<file path="config.mk">
export PLATFORM = sky130hd
export DESIGN_NAME = spmem_lsu_ctrl
export DESIGN_NICKNAME = d
export VERILOG_FILES = /design/src/rtl/spmem_lsu_ctrl.sv
export SDC_FILE = /design/constraint.sdc
export NUM_CORES = 1
export LEC_CHECK = 0
export CAP_MARGIN = 20
export CORE_MARGIN = 5
export CORE_UTILIZATION = 35
export DETAILED_ROUTE_END_ITERATION = 6
export MAX_ROUTING_LAYER = met4
export SLEW_MARGIN = 20
export SYNTH_ARGS = -nofsm -noshare
export SYNTH_HDL_FRONTEND = slang
export SYNTH_SLANG_ARGS = --single-unit
</file>
<file path="constraint.sdc">
create_clock -name clk_i -period 3.1 [get_ports clk_i]
set_input_delay 0.31 -clock clk_i [delete_from_list [all_inputs] [get_ports clk_i]]
set_output_delay 0.31 -clock clk_i [all_outputs]
set_load 0.05 [all_outputs]
</file>
<file path="src/rtl/spmem_lsu_ctrl.sv">
// -----------------------------------------------------------------------------
// spmem_lsu_ctrl
//
// Load/store front-end for the sparse memory. Byte/half/word requests are
// queued in a small request FIFO and then issued one at a time onto the
// sparse-memory port. Each request returns one response: extended load data,
// a store acknowledgement, or an error for a misaligned access or an illegal
// size.
//
// Ports
//   clk_i, rst_ni            clock, asynchronous active-low reset
//   req_valid_i/req_ready_o  request handshake (ready = FIFO not full)
//   req_we_i                 1 = store, 0 = load
//   req_size_i               00 byte, 01 half, 10 word, 11 illegal
//   req_unsigned_i           loads: zero-extend instead of sign-extend
//   req_addr_i, req_wdata_i  byte address, right-aligned store data
//   rsp_valid_o/rsp_ready_i  response handshake
//   rsp_rdata_o, rsp_err_o   load data (0 for stores/errors), error flag
//   mem_cs_no                read chip select, active low
//   mem_re_o                 read op: 0 NONE, 1 LB, 2 LH, 3 LW, 4 LBU, 5 LHU
//   mem_read_address_o       word-aligned read address
//   mem_read_data_i          raw word from memory
//   mem_we_o                 write op: 0 NONE, 1 SB, 2 SH, 3 SW
//   mem_write_address_o      byte write address
//   mem_write_data_o         write data masked to the access size
// -----------------------------------------------------------------------------
module spmem_lsu_ctrl #(
   parameter int ADDR_W     = 32,
   parameter int FIFO_DEPTH = 4
) (
   input  logic              clk_i,
   input  logic              rst_ni,
   input  logic              req_valid_i,
   output logic              req_ready_o,
   input  logic              req_we_i,
   input  logic [1:0]        req_size_i,
   input  logic              req_unsigned_i,
   input  logic [ADDR_W-1:0] req_addr_i,
   input  logic [31:0]       req_wdata_i,
   output logic              rsp_valid_o,
   input  logic              rsp_ready_i,
   output logic [31:0]       rsp_rdata_o,
   output logic              rsp_err_o,
   output logic              mem_cs_no,
   output logic [2:0]        mem_re_o,
   output logic [ADDR_W-1:0] mem_read_address_o,
   input  logic [31:0]       mem_read_data_i,
   output logic [1:0]        mem_we_o,
   output logic [ADDR_W-1:0] mem_write_address_o,
   output logic [31:0]       mem_write_data_o
);

   localparam int PTR_W = $clog2(FIFO_DEPTH);

   typedef struct packed {
      logic              we;
      logic [1:0]        size;
      logic              uns;
      logic [ADDR_W-1:0] addr;
      logic [31:0]       wdata;
   } req_t;

   // Only what load extraction needs survives past the pop.
   typedef struct packed {
      logic [1:0] size;
      logic       uns;
      logic [1:0] lane;
   } cur_t;

   typedef enum logic [2:0] {
      S_IDLE     = 3'd0,
      S_WRITE    = 3'd1,
      S_RD_ISSUE = 3'd2,
      S_RD_WAIT  = 3'd3,
      S_RESP     = 3'd4
   } state_t;

   // ---------------------------------------------------------------- helpers
   function automatic logic is_illegal(req_t r);
      return (r.size == 2'b11) ||
             (r.size == 2'b01 && r.addr[0]) ||
             (r.size == 2'b10 && r.addr[1:0] != 2'b00);
   endfunction

   function automatic logic [2:0] load_op(req_t r);
      case (r.size)
         2'b00:   return r.uns ? 3'd4 : 3'd1;
         2'b01:   return r.uns ? 3'd5 : 3'd2;
         default: return 3'd3;
      endcase
   endfunction

   function automatic logic [31:0] mask_wdata(logic [1:0] size, logic [31:0] w);
      case (size)
         2'b00:   return {24'h0, w[7:0]};
         2'b01:   return {16'h0, w[15:0]};
         default: return w;
      endcase
   endfunction

   function automatic logic [31:0] extract(cur_t c, logic [31:0] w);
      logic [7:0]  b;
      logic [15:0] h;
      b = 8'(w >> {c.lane, 3'b000});
      h = 16'(w >> {c.lane[1], 4'b0000});
      case (c.size)
         2'b00:   return c.uns ? {24'h0, b} : {{24{b[7]}}, b};
         2'b01:   return c.uns ? {16'h0, h} : {{16{h[15]}}, h};
         default: return w;
      endcase
   endfunction

   // ---------------------------------------------------------- request FIFO
   // Pointers carry one extra wrap bit so full and empty are distinguishable.
   req_t             fifo_q [FIFO_DEPTH];
   logic [PTR_W:0]   wr_ptr_q, rd_ptr_q;
   logic             full, empty, push, pop;
   req_t             in_req, head;
   state_t           state_q, state_d;
   cur_t             cur_q, cur_d;

   assign in_req = '{we: req_we_i, size: req_size_i, uns: req_unsigned_i,
                     addr: req_addr_i, wdata: req_wdata_i};

   assign empty = (wr_ptr_q == rd_ptr_q);
   assign full  = (wr_ptr_q[PTR_W] != rd_ptr_q[PTR_W]) &&
                  (wr_ptr_q[PTR_W-1:0] == rd_ptr_q[PTR_W-1:0]);
   assign req_ready_o = !full;
   assign push  = req_valid_i && !full;
   // The FSM only looks at registered FIFO state, so a request always sits
   // in the FIFO for at least one cycle.
   assign pop   = (state_q == S_IDLE) && !empty;
   assign head  = fifo_q[rd_ptr_q[PTR_W-1:0]];

   always_ff @(posedge clk_i) begin
      if (push) fifo_q[wr_ptr_q[PTR_W-1:0]] <= in_req;
   end

   always_ff @(posedge clk_i or negedge rst_ni) begin
      if (!rst_ni) begin
         wr_ptr_q <= '0;
         rd_ptr_q <= '0;
      end else begin
         if (push) wr_ptr_q <= wr_ptr_q + 1'b1;
         if (pop)  rd_ptr_q <= rd_ptr_q + 1'b1;
      end
   end

   // --------------------------------------------------------- state register
   always_ff @(posedge clk_i or negedge rst_ni) begin
      if (!rst_ni) begin
         state_q <= S_IDLE;
         cur_q   <= '0;
      end else begin
         state_q <= state_d;
         cur_q   <= cur_d;
      end
   end

   // ------------------------------------------------------------- next state
   always_comb begin
      state_d = state_q;
      cur_d   = cur_q;
      case (state_q)
         S_IDLE: begin
            if (!empty) begin
               cur_d = '{size: head.size, uns: head.uns, lane: head.addr[1:0]};
               if (is_illegal(head)) state_d = S_RESP;
               else if (head.we)     state_d = S_WRITE;
               else                  state_d = S_RD_ISSUE;
            end
         end
         S_WRITE:    state_d = S_RESP;
         S_RD_ISSUE: state_d = S_RD_WAIT;
         S_RD_WAIT:  state_d = S_RESP;
         S_RESP:     if (rsp_ready_i) state_d = S_IDLE;
         default:    state_d = S_IDLE;
      endcase
   end

   // ---------------------------------------------------------------- outputs
   // Every output is a flop; this block computes its value for the state
   // being entered, so the memory port is glitch-free.
   logic              cs_d, rsp_valid_d, rsp_err_d;
   logic [2:0]        re_d;
   logic [1:0]        we_d;
   logic [ADDR_W-1:0] raddr_d, waddr_d;
   logic [31:0]       wdata_d, rsp_rdata_d;

   always_comb begin
      cs_d        = 1'b1;
      re_d        = 3'd0;
      raddr_d     = '0;
      we_d        = 2'd0;
      waddr_d     = '0;
      wdata_d     = '0;
      rsp_valid_d = 1'b0;
      rsp_rdata_d = '0;
      rsp_err_d   = 1'b0;
      case (state_q)
         S_IDLE: begin
            if (!empty) begin
               if (is_illegal(head)) begin
                  rsp_valid_d = 1'b1;
                  rsp_err_d   = 1'b1;
               end else if (head.we) begin
                  we_d    = head.size + 2'd1;
                  waddr_d = head.addr;
                  wdata_d = mask_wdata(head.size, head.wdata);
               end else begin
                  cs_d    = 1'b0;
                  re_d    = load_op(head);
                  raddr_d = {head.addr[ADDR_W-1:2], 2'b00};
               end
            end
         end
         S_WRITE: rsp_valid_d = 1'b1;
         S_RD_ISSUE: begin
            // chip select drops after one cycle; op and address stay put
            re_d    = mem_re_o;
            raddr_d = mem_read_address_o;
         end
         S_RD_WAIT: begin
            rsp_valid_d = 1'b1;
            rsp_rdata_d = extract(cur_q, mem_read_data_i);
         end
         S_RESP: begin
            if (!rsp_ready_i) begin
               rsp_valid_d = rsp_valid_o;
               rsp_rdata_d = rsp_rdata_o;
               rsp_err_d   = rsp_err_o;
            end
         end
         default: ;
      endcase
   end

   always_ff @(posedge clk_i or negedge rst_ni) begin
      if (!rst_ni) begin
         mem_cs_no           <= 1'b1;
         mem_re_o            <= 3'd0;
         mem_read_address_o  <= '0;
         mem_we_o            <= 2'd0;
         mem_write_address_o <= '0;
         mem_write_data_o    <= '0;
         rsp_valid_o         <= 1'b0;
         rsp_rdata_o         <= '0;
         rsp_err_o           <= 1'b0;
      end else begin
         mem_cs_no           <= cs_d;
         mem_re_o            <= re_d;
         mem_read_address_o  <= raddr_d;
         mem_we_o            <= we_d;
         mem_write_address_o <= waddr_d;
         mem_write_data_o    <= wdata_d;
         rsp_valid_o         <= rsp_valid_d;
         rsp_rdata_o         <= rsp_rdata_d;
         rsp_err_o           <= rsp_err_d;
      end
   end

endmodule

</file>
# [After elaboration in Yosys (flattened, before gate mapping)]
# Memory sizes are Yosys's and may differ from the RTL's.
# Cells that the tools add are included.
[word_totals] ff_bits=150 ram_bits=272 output_inout_bits=137 memories=1
[mem_list] name="fifo_q" depth=4 width=68 read_ports=1 rd_clocked_by_memory_dff=0 wr=1 line="115" text="req_t fifo_q [FIFO_DEPTH];"
[classes] addsub=3 n_eq_ne=13 shift=2 mux=45 bitwise=1 reduce_logical=16
[op_table] cell="two-way mux 32 bit" n=14
[op_table] cell="one-hot mux 32 bit (2 select lines)" n=4
[op_table] cell="right shift 32 x 5 -> 16 bit" n=1
[op_table] cell="right shift 32 x 5 -> 8 bit" n=1
[op_table] cell="two-way mux 3 bit" n=8
[op_table] cell="one-hot mux 3 bit (2 select lines)" n=2
[op_table] cell="one-hot mux 3 bit (4 select lines)" n=1
[op_table] cell="two-way mux 2 bit" n=5
[op_table] cell="two-way mux 1 bit" n=9
[op_table] cell="adder 3 x 1 -> 3 bit, second input constant" n=2
[op_table] cell="equality test 3 x 2 -> 1 bit, second input constant" n=2
[op_table] cell="logical AND 1 bit" n=5
[op_table] cell="equality test 2 x 1 -> 1 bit, second input constant" n=2
[op_table] cell="equality test 2 bit, second input constant" n=2
[op_table] cell="logical NOT 2 bit" n=2
[op_table] cell="!= test 2 bit, second input constant" n=2
[op_table] cell="AND reduction 2 bit" n=2
[op_table] cell="equality test 3 x 1 -> 1 bit, second input constant" n=1
[op_table] cell="equality test 3 bit" n=1
[op_table] cell="equality test 3 bit, second input constant" n=1
[op_table] cell="logical NOT 3 bit" n=1
[op_table] cell="one-hot mux 1 bit (3 select lines)" n=1
[op_table] cell="adder 2 x 1 -> 2 bit, second input constant" n=1
[op_table] cell="equality test 2 bit" n=1
[op_table] cell="other kinds (7)" n=9

# [Depth between registers and ports, before layout]
# Gate-level depths: netlist of run 1.
# An unclocked memory read counts as a cell.
[depth] word_depth=8 mapped_depth=11 mapped_depth_nobuf=7

# [Worst setup path after synthesis of run 1]
# Ideal clock, no wire load.
[synth_timing] path_kind="register to register" start="reg rd_ptr_q[1]" end="mem fifo_q[3][0] (netlist name) (enable)" t_arrival_ps=2792 required_ps=2665 path_slack_ps=-127 stages_incl_launch_ff=5 cell_sequence="dfrtp_1 clkbuf_1 xor2_1 o31a_1 and2_1"
[synth_via] elab_chain_len=6
[synth_lines] item="start, declared" line="116" text="logic [PTR_W:0] wr_ptr_q, rd_ptr_q;"
[synth_lines] item="start signal, assigned" line="145" text="if (pop) rd_ptr_q <= rd_ptr_q + 1'b1;"
[synth_lines] item="equality test 2 bit" line="127" text="(wr_ptr_q[PTR_W-1:0] == rd_ptr_q[PTR_W-1:0]);"
[synth_lines] item="logical AND 1 bit" line="126" text="assign full = (wr_ptr_q[PTR_W] != rd_ptr_q[PTR_W]) &&"
[synth_lines] item="logical NOT 1 bit" line="129" text="assign push = req_valid_i && !full;"
[synth_lines] item="logical AND 1 bit" line="129"
[synth_lines] item="two-way mux 1 bit" line="136" text="if (push) fifo_q[wr_ptr_q[PTR_W-1:0]] <= in_req;"
[synth_lines] item="two-way mux 1 bit (implied by the code)" line="136"
[synth_lines] item="end, declared" line="115"
# No other way between the ends.

==> impl_metrics.yaml, run 1 <==
sta:
  fmax_mhz: 364
  clock_skew_ps: 12.3
  drv_slew: 0
  tns_ps: 0
  min_period_ps: 2750
  relSlewSlack: 0.453
  period_share: 0.886
  tightestPinTransition_ps: 821
  setup_viol: 0
  rsz0062_at_grt: "false"
  hold_violations: 0
hold_path:
  hp-class: "in -> async"
cts:
  cts_buffers: 45
  cts_tree: "yes"
  htreeDepth: 2
  cts_sinks: 420
  cts_max_path_buffers: 3
  clock_latency_ps: 560
  post_cts_buffers: 0
  clk_pin_slew_ps: 60
  cts-root-buf: "clkbuf_16"
floorplan:
  design.portCount: 241
  die_h_um: 224
  die_x_um: 224
  coreArea_um2: 45300
  start_util: 0.353
  rows: 78
  die-area_um2: 50100
worst_setup_path:
  crit_required_ps: 3580
  critical_path_class: "reg -> reg"
  critical-path-max-stage-delay_ps: 640
  path_buf_inv: 1
  crit_path_start_kind: "flip-flop"
  crit_chain: "mux4_2, ha_1, o21a_1, or4b_4, buf_12, nor2b_1"
  cpMaxStageDelayCell: "or4b_4"
  crit_path_max_fanout: 35
  arrival_ps: 3230
  worstSetupEndpointType: "flip-flop"
  path_delay_family: "simple AND/OR/NAND/NOR gates"
logic_synthesis:
  syn_avg_cell_area_um2: 17.8
  synth.cell_area_um2: 16000
  synth_xor_area_frac: 0.00547
  synth_ff_type: "edfxtp_1"
  ys_seq_elements: 420
  synthMuxAreaShare: 0.108
  async_reset_ff_frac: 0.352
  synth_top_family_by_area: "multiplexers"
  synth_cell_types: 44
  synth_compound_area_frac: 0.0477
  synth_adder_area_share: 0.00782
  ys_seq_area_frac: 0.742
  synth_cells: 901
  synthSimpleGateAreaFrac: 0.0708
  yosys_warnings: 0
  synth-edff-count: 272
run:
  maxCapViolations: 0
global_routing:
  grt_pass1_vias: 9251
  overflow: 0
  grt_antenna_before_repair: 3
  grt_pass1_wl_um: 57600
  grt_max_degree: 68
  grt_usage: 0.154
final_layout:
  drive_above_1_share: 0.157
  layout.nets: 1277
  syn2layout_area_growth_pct: 29.3
  instances_no_fill: 1801
drt:
  finalWirelength_um: 38200
  wl_per_cell_um: 21.2
  drc: 0
  ant_nets: 0
  viasPerCell: 4.86
  dr.pass1.iters: 5
  route.vias.total: 8747
  drtIter0Drc: 484
place:
  portBuffers: 238
  place.gp.congestion: 0.762
  place_hpwl_um: 24000
  post-place-cells: 1715
status:
  status: "completed"
pwr:
  peakVddDrop_v: 0.000550
  p_per_area_nw_per_um2: 1040
  p_leak_uw: 0.00759
## power by group
group	switching, µW	total, µW	internal, µW
sequential	548	7980	7430
combinational	5290	8450	3160
clock	2160	5100	2950
total	7990	21500	13500
## flip-flops by register name, summed over array words and instances (netlist names)
name and flops:
state_q 3, mem_re_o 3, fifo_q 272, wr_ptr_q 3, mem_we_o 2, mem_read_address_o 30
rsp_err_o 1, rd_ptr_q 3, rsp_rdata_o 32, cur_q 5, mem_write_address_o 32, rsp_valid_o 1
mem_cs_no 1, mem_write_data_o 32
## through the flow
stage / hold WS, ps / area [µm²] / util / total power (µW) / setup WS (ps)
floorplan: 14.4 / 16000 / - / 13700 / 101
global placement: 357 / 19300 / 0.426 / 16700 / 417
detailed placement: 362 / 19300 / 0.426 / 16700 / 349
CTS: 321 / 20700 / 0.457 / 21900 / 331
global route: 356 / 20700 / 0.457 / 22700 / 188
finish: 307 / 20700 / 0.457 / 21500 / 353
## Yosys cell counts (6+ instances only)
| master | count | area, µm² |
|---|---|---|
| xnor2_1 | 6 | 52.6 |
| inv_1 | 9 | 33.8 |
| nand2b_1 | 17 | 106 |
| mux4_2 | 69 | 1550 |
| mux2_2 | 8 | 90.1 |
| clkbuf_1 | 28 | 105 |
| mux2i_1 | 8 | 80.1 |
| nor2_1 | 40 | 150 |
| nand3_1 | 25 | 125 |
| buf_2 | 9 | 45.0 |
| and2_1 | 35 | 219 |
| ha_1 | 10 | 125 |
| nand2_1 | 50 | 188 |
| nor2b_1 | 38 | 238 |
| dfrtp_1 | 147 | 3680 |
| a221o_1 | 16 | 160 |
| o21ai_0 | 20 | 100 |
| buf_1 | 9 | 33.8 |
| a32o_1 | 10 | 100 |
| edfxtp_1 | 272 | 8170 |
| a22o_1 | 33 | 289 |
## final timing paths
check	from	to	slack, ps	cells after the start
worst min-delay path	rst_ni	mem_write_address_o[4]	310	2
worst max-delay path	rd_ptr_q[0]	mem_write_address_o[23]	350	6
worst max register to register	rd_ptr_q[0]	mem_write_address_o[23]	350	6
worst min register to register	rsp_rdata_o[1]	rsp_rdata_o[1]	480	2
min in group clk_i	req_size_i[1]	fifo_q[0][66]	380	1
max in group asynchronous	rst_ni	mem_write_data_o[29]	1860	3
## cells in the final DEF (no fill, tap or decap), types with 3 or more instances in the layout
master	Yosys	final
nor2b_1	38	38
a22o_1	33	33
clkbuf_1	28	11
a221o_1	16	16
xor2_1	4	4
inv_1	9	9
clkinv_1	0	6
buf_12	0	11
nand2b_1	17	17
buf_4	3	19
clkbuf_16	0	48
edfxtp_1	272	272
and2_1	35	31
a32o_1	10	10
mux2i_1	8	8
clkinv_2	0	9
clkdlybuf4s50_1	0	236
nor3_1	4	3
o21ai_0	20	20
a21oi_1	5	5
nand3_1	25	25
nor2_1	40	40
mux2_2	8	8
and2_4	1	5
ha_1	10	10
dfrtp_1	147	145
xnor2_1	6	6
clkbuf_8	0	5
nand2_1	50	50
mux4_2	69	69
o31ai_1	3	3
## cell type report
cell class / count / area, µm²
multi-input combinational: 419 / 3870
antenna: 2 / 5.00
sequential: 420 / 11900
clock buffer: 64 / 1310
timing repair buffer: 268 / 2750
fill: 3975 / 24600
tap: 600 / 751
inverter: 9 / 33.8
clock inverter: 19 / 101
## logic make-up after synthesis
kind of cell	Yosys count
AND/OR/NAND/NOR	217
multiplexers	85
buffers and inverters	63
AO/OA/AOI/OAI	95
XOR/XNOR	10
adder cells (fa/ha/maj)	10
other	1
flip-flops	420
## metal layers
layer	GRT usage	wire length, µm
met2	0.257	19400
met5	-	0
met4	0.0362	697
met1	0.192	15800
met3	0.0393	2320
## repair_timing
item	in CTS	in global routing
hold buffers	1	0
gates resized for setup	0	0
hold endpoints to repair	65	0
No activity file was read; power rests on OpenSTA's default activity.
==> run 2, diff against run 1 <==
==> constraint.sdc (replaced) <==
create_clock -name clk_i -period 2.25 [get_ports clk_i]
set_input_delay 0.225 -clock clk_i [delete_from_list [all_inputs] [get_ports clk_i]]
set_output_delay 0.225 -clock clk_i [all_outputs]
set_load 0.05 [all_outputs]
==> run 2 against run 1 <==
Compared with the run above:
- the flow now finishes with violations (setup timing)
- via count rose by 2.4%
- clock skew grew 9.6 ps
- critical path depth is the same
- routed wire length is 0.53% higher
- design area rose by 3.5%
- clock power rose by 45%
- critical path type unchanged
- highest routed layer unchanged
==> impl_metrics.yaml, run 2 (synthesis gave the netlist of run 1 again) <==
status:
  status: "complete, but fails checks"
  violations: "setup timing"
final_layout:
  largest_reg_flops: 272
  syn2layout_area_growth_pct: 33.8
  layout.nets: 1321
  stdcell_area_um2: 21400
  post-route-util: 0.473
  fillCellCount: 3903
  drive_above_1_share: 0.202
  final_cell_mix: "edfxtp_1 (272), clkdlybuf4s50_1 (236), dfrtp_1 (145)"
  instances_no_fill: 1843
  layout_commonest_cell: "edfxtp_1"
hold_path:
  hp-class: "in -> async"
sta:
  clock_skew_ps: 21.9
  relSlewSlack: 0.598
  hold_slack_ps: 155
  hold_violations: 0
  fin_ws_ps: -155
  drv_slew: 0
  min_period_ps: 2400
  period_share: 1.07
  rsz0062_at_grt: "true"
  setup_viol: 99
  tightestPinTransition_ps: 601
  fmax_mhz: 416
drt:
  dr.pass1.iters: 5
  drtIter0Drc: 780
  drc: 0
  finalWirelength_um: 38400
  ant_nets: 0
  route.vias.total: 8953
  wl_per_cell_um: 20.9
  viasPerCell: 4.86
place:
  place.gp.congestion: 0.794
  portBuffers: 238
  placed_area_um2: 19800
  dpl_worst_slack_ps: -127
  post-place-cells: 1756
  place_hpwl_um: 25900
run:
  maxCapViolations: 0
floorplan:
  coreArea_um2: 45300
  die_x_um: 224
  die_h_um: 224
  start_util: 0.353
  design.portCount: 241
  die-area_um2: 50100
  rows: 78
cts:
  clk_pin_slew_ps: 60
  cts_max_path_buffers: 3
  cts_tree: "yes"
  cts_buffers: 43
  htreeDepth: 2
  cts_sinks: 420
  clock_latency_ps: 570
  cts-root-buf: "clkbuf_16"
global_routing:
  overflow: 0
  grt_max_degree: 51
  grt_usage: 0.157
  grt_pass1_wl_um: 58800
  grt_antenna_before_repair: 1
  grt_pass1_vias: 9477
worst_setup_path:
  crit_path_max_fanout: 32
  crit_chain: "mux4_2, ha_4, o21a_4, or4b_4, buf_12, nor2b_1"
  critical-path-max-stage-delay_ps: 590
  cpMaxStageDelayCell: "mux4_2"
  path_buf_inv: 1
  critical_path_class: "reg -> reg"
  crit_required_ps: 2750
  worstSetupEndpointType: "flip-flop"
  path_delay_family: "simple AND/OR/NAND/NOR gates"
  arrival_ps: 2910
  crit_path_start_kind: "flip-flop"
pwr:
  p_leak_uw: 0.00792
  peakVddDrop_v: 0.000783
  p_per_area_nw_per_um2: 1480
-- run 2: cell type report --
class                           count  area [µm²]  share of cell area
Inverter                            9        33.8             0.00158
Antenna cell                        1        2.50            0.000117
Timing Repair Buffer              314        3290               0.153
Clock inverter                     13         209             0.00975
Clock buffer                       67        1280              0.0598
Sequential cell                   420       11900               0.555
Multi-Input combinational cell    419        3980               0.186
Tap cell                          600         751              0.0350
-- run 2: through the flow --
stage / total power, µW / TNS [ps]
floorplan: 19000 / -34290
global placement: 24000 / -5520
detailed placement: 24100 / -9600
CTS: 31900 / -10370
global route: 33200 / -18740
finish: 31600 / -11080
-- run 2: worst paths after layout --
| kind | from | end | slack (ps) | depth (start not counted) |
|---|---|---|---|---|
| max | rd_ptr_q[0] | mem_write_address_o[28] | -150 | 6 |
| min | rst_ni | rsp_rdata_o[24] | 150 | 2 |
| max reg2reg | rd_ptr_q[0] | mem_write_address_o[28] | -150 | 6 |
| min reg2reg | rsp_rdata_o[4] | rsp_rdata_o[4] | 490 | 2 |
| max in group asynchronous | rst_ni | mem_write_data_o[11] | 1360 | 3 |
| min in group clk_i | req_addr_i[22] | fifo_q[0][54] | 280 | 1 |
-- run 2: what timing repair did --
item                                    4_1_cts  5_1_grt
hold buffers                                  1        0
gates resized for setup                      11       15
pin swaps                                     1        2
hold endpoints to repair                     48        0
buffers inserted                              3        1
endpoints found under the setup margin      102      103
gates cloned                                  1        0
-- run 2: worst reg2reg max path: stages, from the launching register on --
cell     delay (ps)
dfrtp_4         440
mux4_2          590
ha_4            200
o21a_4          190
or4b_4          540
buf_12          190
nor2b_1         180
-- run 2: routing by layer --
| metal | routed length (µm) | global-route usage | vias to the layer above |
|---|---|---|---|
| li1 | - | - | 4053 |
| met1 | 16700 | 0.207 | 4601 |
| met2 | 19000 | 0.252 | 247 |
| met3 | 2000 | 0.0335 | 52 |
| met4 | 751 | 0.0399 | 0 |
| met5 | 0 | - | - |
-- run 2: power breakdown --
| part | internal, µW | leakage, µW | switching, µW |
|---|---|---|---|
| sequential | 10200 | 0.00451 | 720 |
| clock | 4420 | 0.000719 | 2970 |
| combinational | 5530 | 0.00270 | 7720 |
==> run 3, diff against run 2 <==
--- a/config.mk
+++ b/config.mk
@@ -7,9 +7,10 @@
 export LEC_CHECK = 0
 export CAP_MARGIN = 20
 export CORE_MARGIN = 5
-export CORE_UTILIZATION = 35
+export CORE_UTILIZATION = 49
 export DETAILED_ROUTE_END_ITERATION = 6
 export MAX_ROUTING_LAYER = met4
+export PLACE_DENSITY = 0.76
 export SLEW_MARGIN = 20
 export SYNTH_ARGS = -nofsm -noshare
 export SYNTH_HDL_FRONTEND = slang
==> run 3 against run 2 <==
Compared with the run above:
- the run still ends with setup timing left
- combinational power fell by 4%
- core utilization is 18 points higher
- worst setup slack lost 20 ps
- routed wire length down 6.3%
- critical path type unchanged
- highest routed layer unchanged
==> impl_metrics.yaml, run 3 (synthesis gave the netlist of run 1 again) <==
sta:
  tns_ps: -10090
  setup_viol: 99
  period_share: 1.08
  min_period_ps: 2420
  clock_skew_ps: 15.2
  relSlewSlack: 0.602
  fin_ws_ps: -174
  hold_violations: 0
  fmax_mhz: 412
  rsz0062_at_grt: "true"
  drv_slew: 0
  tightestPinTransition_ps: 595
final_layout:
  drive_above_1_share: 0.191
  layout.nets: 1309
  final_cell_mix: "edfxtp_1 (272), clkdlybuf4s50_1 (236), dfrtp_1 (145)"
  fillCellCount: 2208
  stdcell_area_um2: 21000
  multi_input_area_um2: 3910
  ff_latch_area_um2: 11900
  layout_commonest_cell: "edfxtp_1"
  syn2layout_area_growth_pct: 31.4
  largest_reg_flops: 272
drt:
  route.vias.total: 9018
  ant_nets: 0
  wl_per_cell_um: 21.5
  drc: 0
  dr.pass1.iters: 5
  drtIter0Drc: 526
  viasPerCell: 5.39
  finalWirelength_um: 36000
worst_setup_path:
  critical_path_class: "reg -> reg"
  crit_required_ps: 2710
  arrival_ps: 2890
  path_delay_family: "simple AND/OR/NAND/NOR gates"
  crit_path_max_fanout: 41
  worstSetupEndpointType: "flip-flop"
  crit_chain: "mux4_2, ha_2, o21a_4, or4b_4, buf_12, nor2b_1"
  path_buf_inv: 1
  critical-path-max-stage-delay_ps: 540
  cpMaxStageDelayCell: "mux4_2"
  crit_path_start_kind: "flip-flop"
pwr:
  p_per_area_nw_per_um2: 1480
  p_leak_uw: 0.00784
  peakVddDrop_v: 0.000869
  p_total_uw: 31100
global_routing:
  grt_pass1_vias: 9574
  overflow: 0
  grt_pass1_wl_um: 54600
  grt_usage: 0.200
  grt_antenna_before_repair: 2
  grt_max_degree: 54
cts:
  cts_max_path_buffers: 3
  cts_sinks: 420
  cts-root-buf: "clkbuf_16"
  cts_buffers: 43
  clock_latency_ps: 550
  htreeDepth: 2
  cts_tree: "yes"
  clk_pin_slew_ps: 60
floorplan:
  coreArea_um2: 32400
  die_x_um: 191
  die_h_um: 191
  start_util: 0.494
  die-area_um2: 36400
  design.portCount: 241
  rows: 66
status:
  status: "complete, but fails checks"
  violations: "setup timing"
run:
  maxCapViolations: 0
place:
  place.gp.congestion: 0.794
  place_hpwl_um: 23500
  placed_area_um2: 19400
  portBuffers: 238
hold_path:
  hp-class: "in -> async"
[run 3: changes by cell type in the layout (fill, tap and decap cells not counted), moves of 3 or more]
cell,previous run,this run
nor2_1,35,39
nor2_2,5,1
nor2b_2,3,6
nor2b_1,35,32
buf_12,24,21
clkinv_1,2,6
buf_4,49,38
clkinv_2,3,8
clkbuf_1,16,8
[run 3: power by group]
| part | leakage [µW] | total, µW | internal (µW) | switching (µW) |
|---|---|---|---|---|
| Sequential | 0.00451 | 11000 | 10200 | 763 |
| Combinational | 0.00261 | 12800 | 5300 | 7530 |
| Clock | 0.000722 | 7250 | 4370 | 2870 |
| Total | 0.00784 | 31100 | 19900 | 11200 |
[run 3: path summary, 6_finish.rpt]
kind                                      start                 endpoint  slack (ps)  depth (start not counted)
min in group clk_i              req_wdata_i[10]            fifo_q[0][10]         310                          1
worst min register to register   rsp_rdata_o[2]           rsp_rdata_o[2]         490                          2
worst max-delay path                rd_ptr_q[0]  mem_write_address_o[30]        -170                          6
worst min-delay path                     rst_ni          rsp_rdata_o[28]         210                          2
worst max register to register      rd_ptr_q[0]  mem_write_address_o[30]        -170                          6
max in group asynchronous                rst_ni                mem_cs_no        1330                          3
[run 3: per-stage QoR]
step | setup slack, ps | util | hold slack, ps | std cells
6_report | -174 | 0.650 | 207 | 1674
5_1_grt | -229 | 0.650 | 249 | 1674
4_1_cts | -167 | 0.647 | 220 | 1667
3_5_place_dp | -145 | 0.600 | 222 | 1586
3_3_place_gp | -66.9 | 0.600 | 217 | 1586
2_1_floorplan | -441 | - | -70.6 | 902
[run 3: cell type report]
cell class / instances / area share
clock buffer: 55 / 0.0552
clock inverter: 25 / 0.0148
sequential: 420 / 0.565
multi-input combinational: 419 / 0.186
timing repair buffer: 302 / 0.151
antenna: 2 / 0.000238
tap: 442 / 0.0263
inverter: 9 / 0.00172
[run 3: timing repair]
| item | CTS | global route |
|---|---|---|
| cloned | 0 | 3 |
| endpoints found under the hold margin | 50 | 0 |
| hold buffers | 1 | 0 |
| resized for setup | 3 | 10 |
| pin swaps | 0 | 1 |
| buffers inserted | 0 | 2 |
| setup endpoints to repair | 99 | 376 |
[run 3: per-layer routing]
layer / global-route usage / routed length [µm] / share of wire
met5: - / 0 / 0
met4: 0.0613 / 1100 / 0.030
met3: 0.0352 / 2180 / 0.061
met2: 0.333 / 18100 / 0.50
met1: 0.255 / 14700 / 0.41
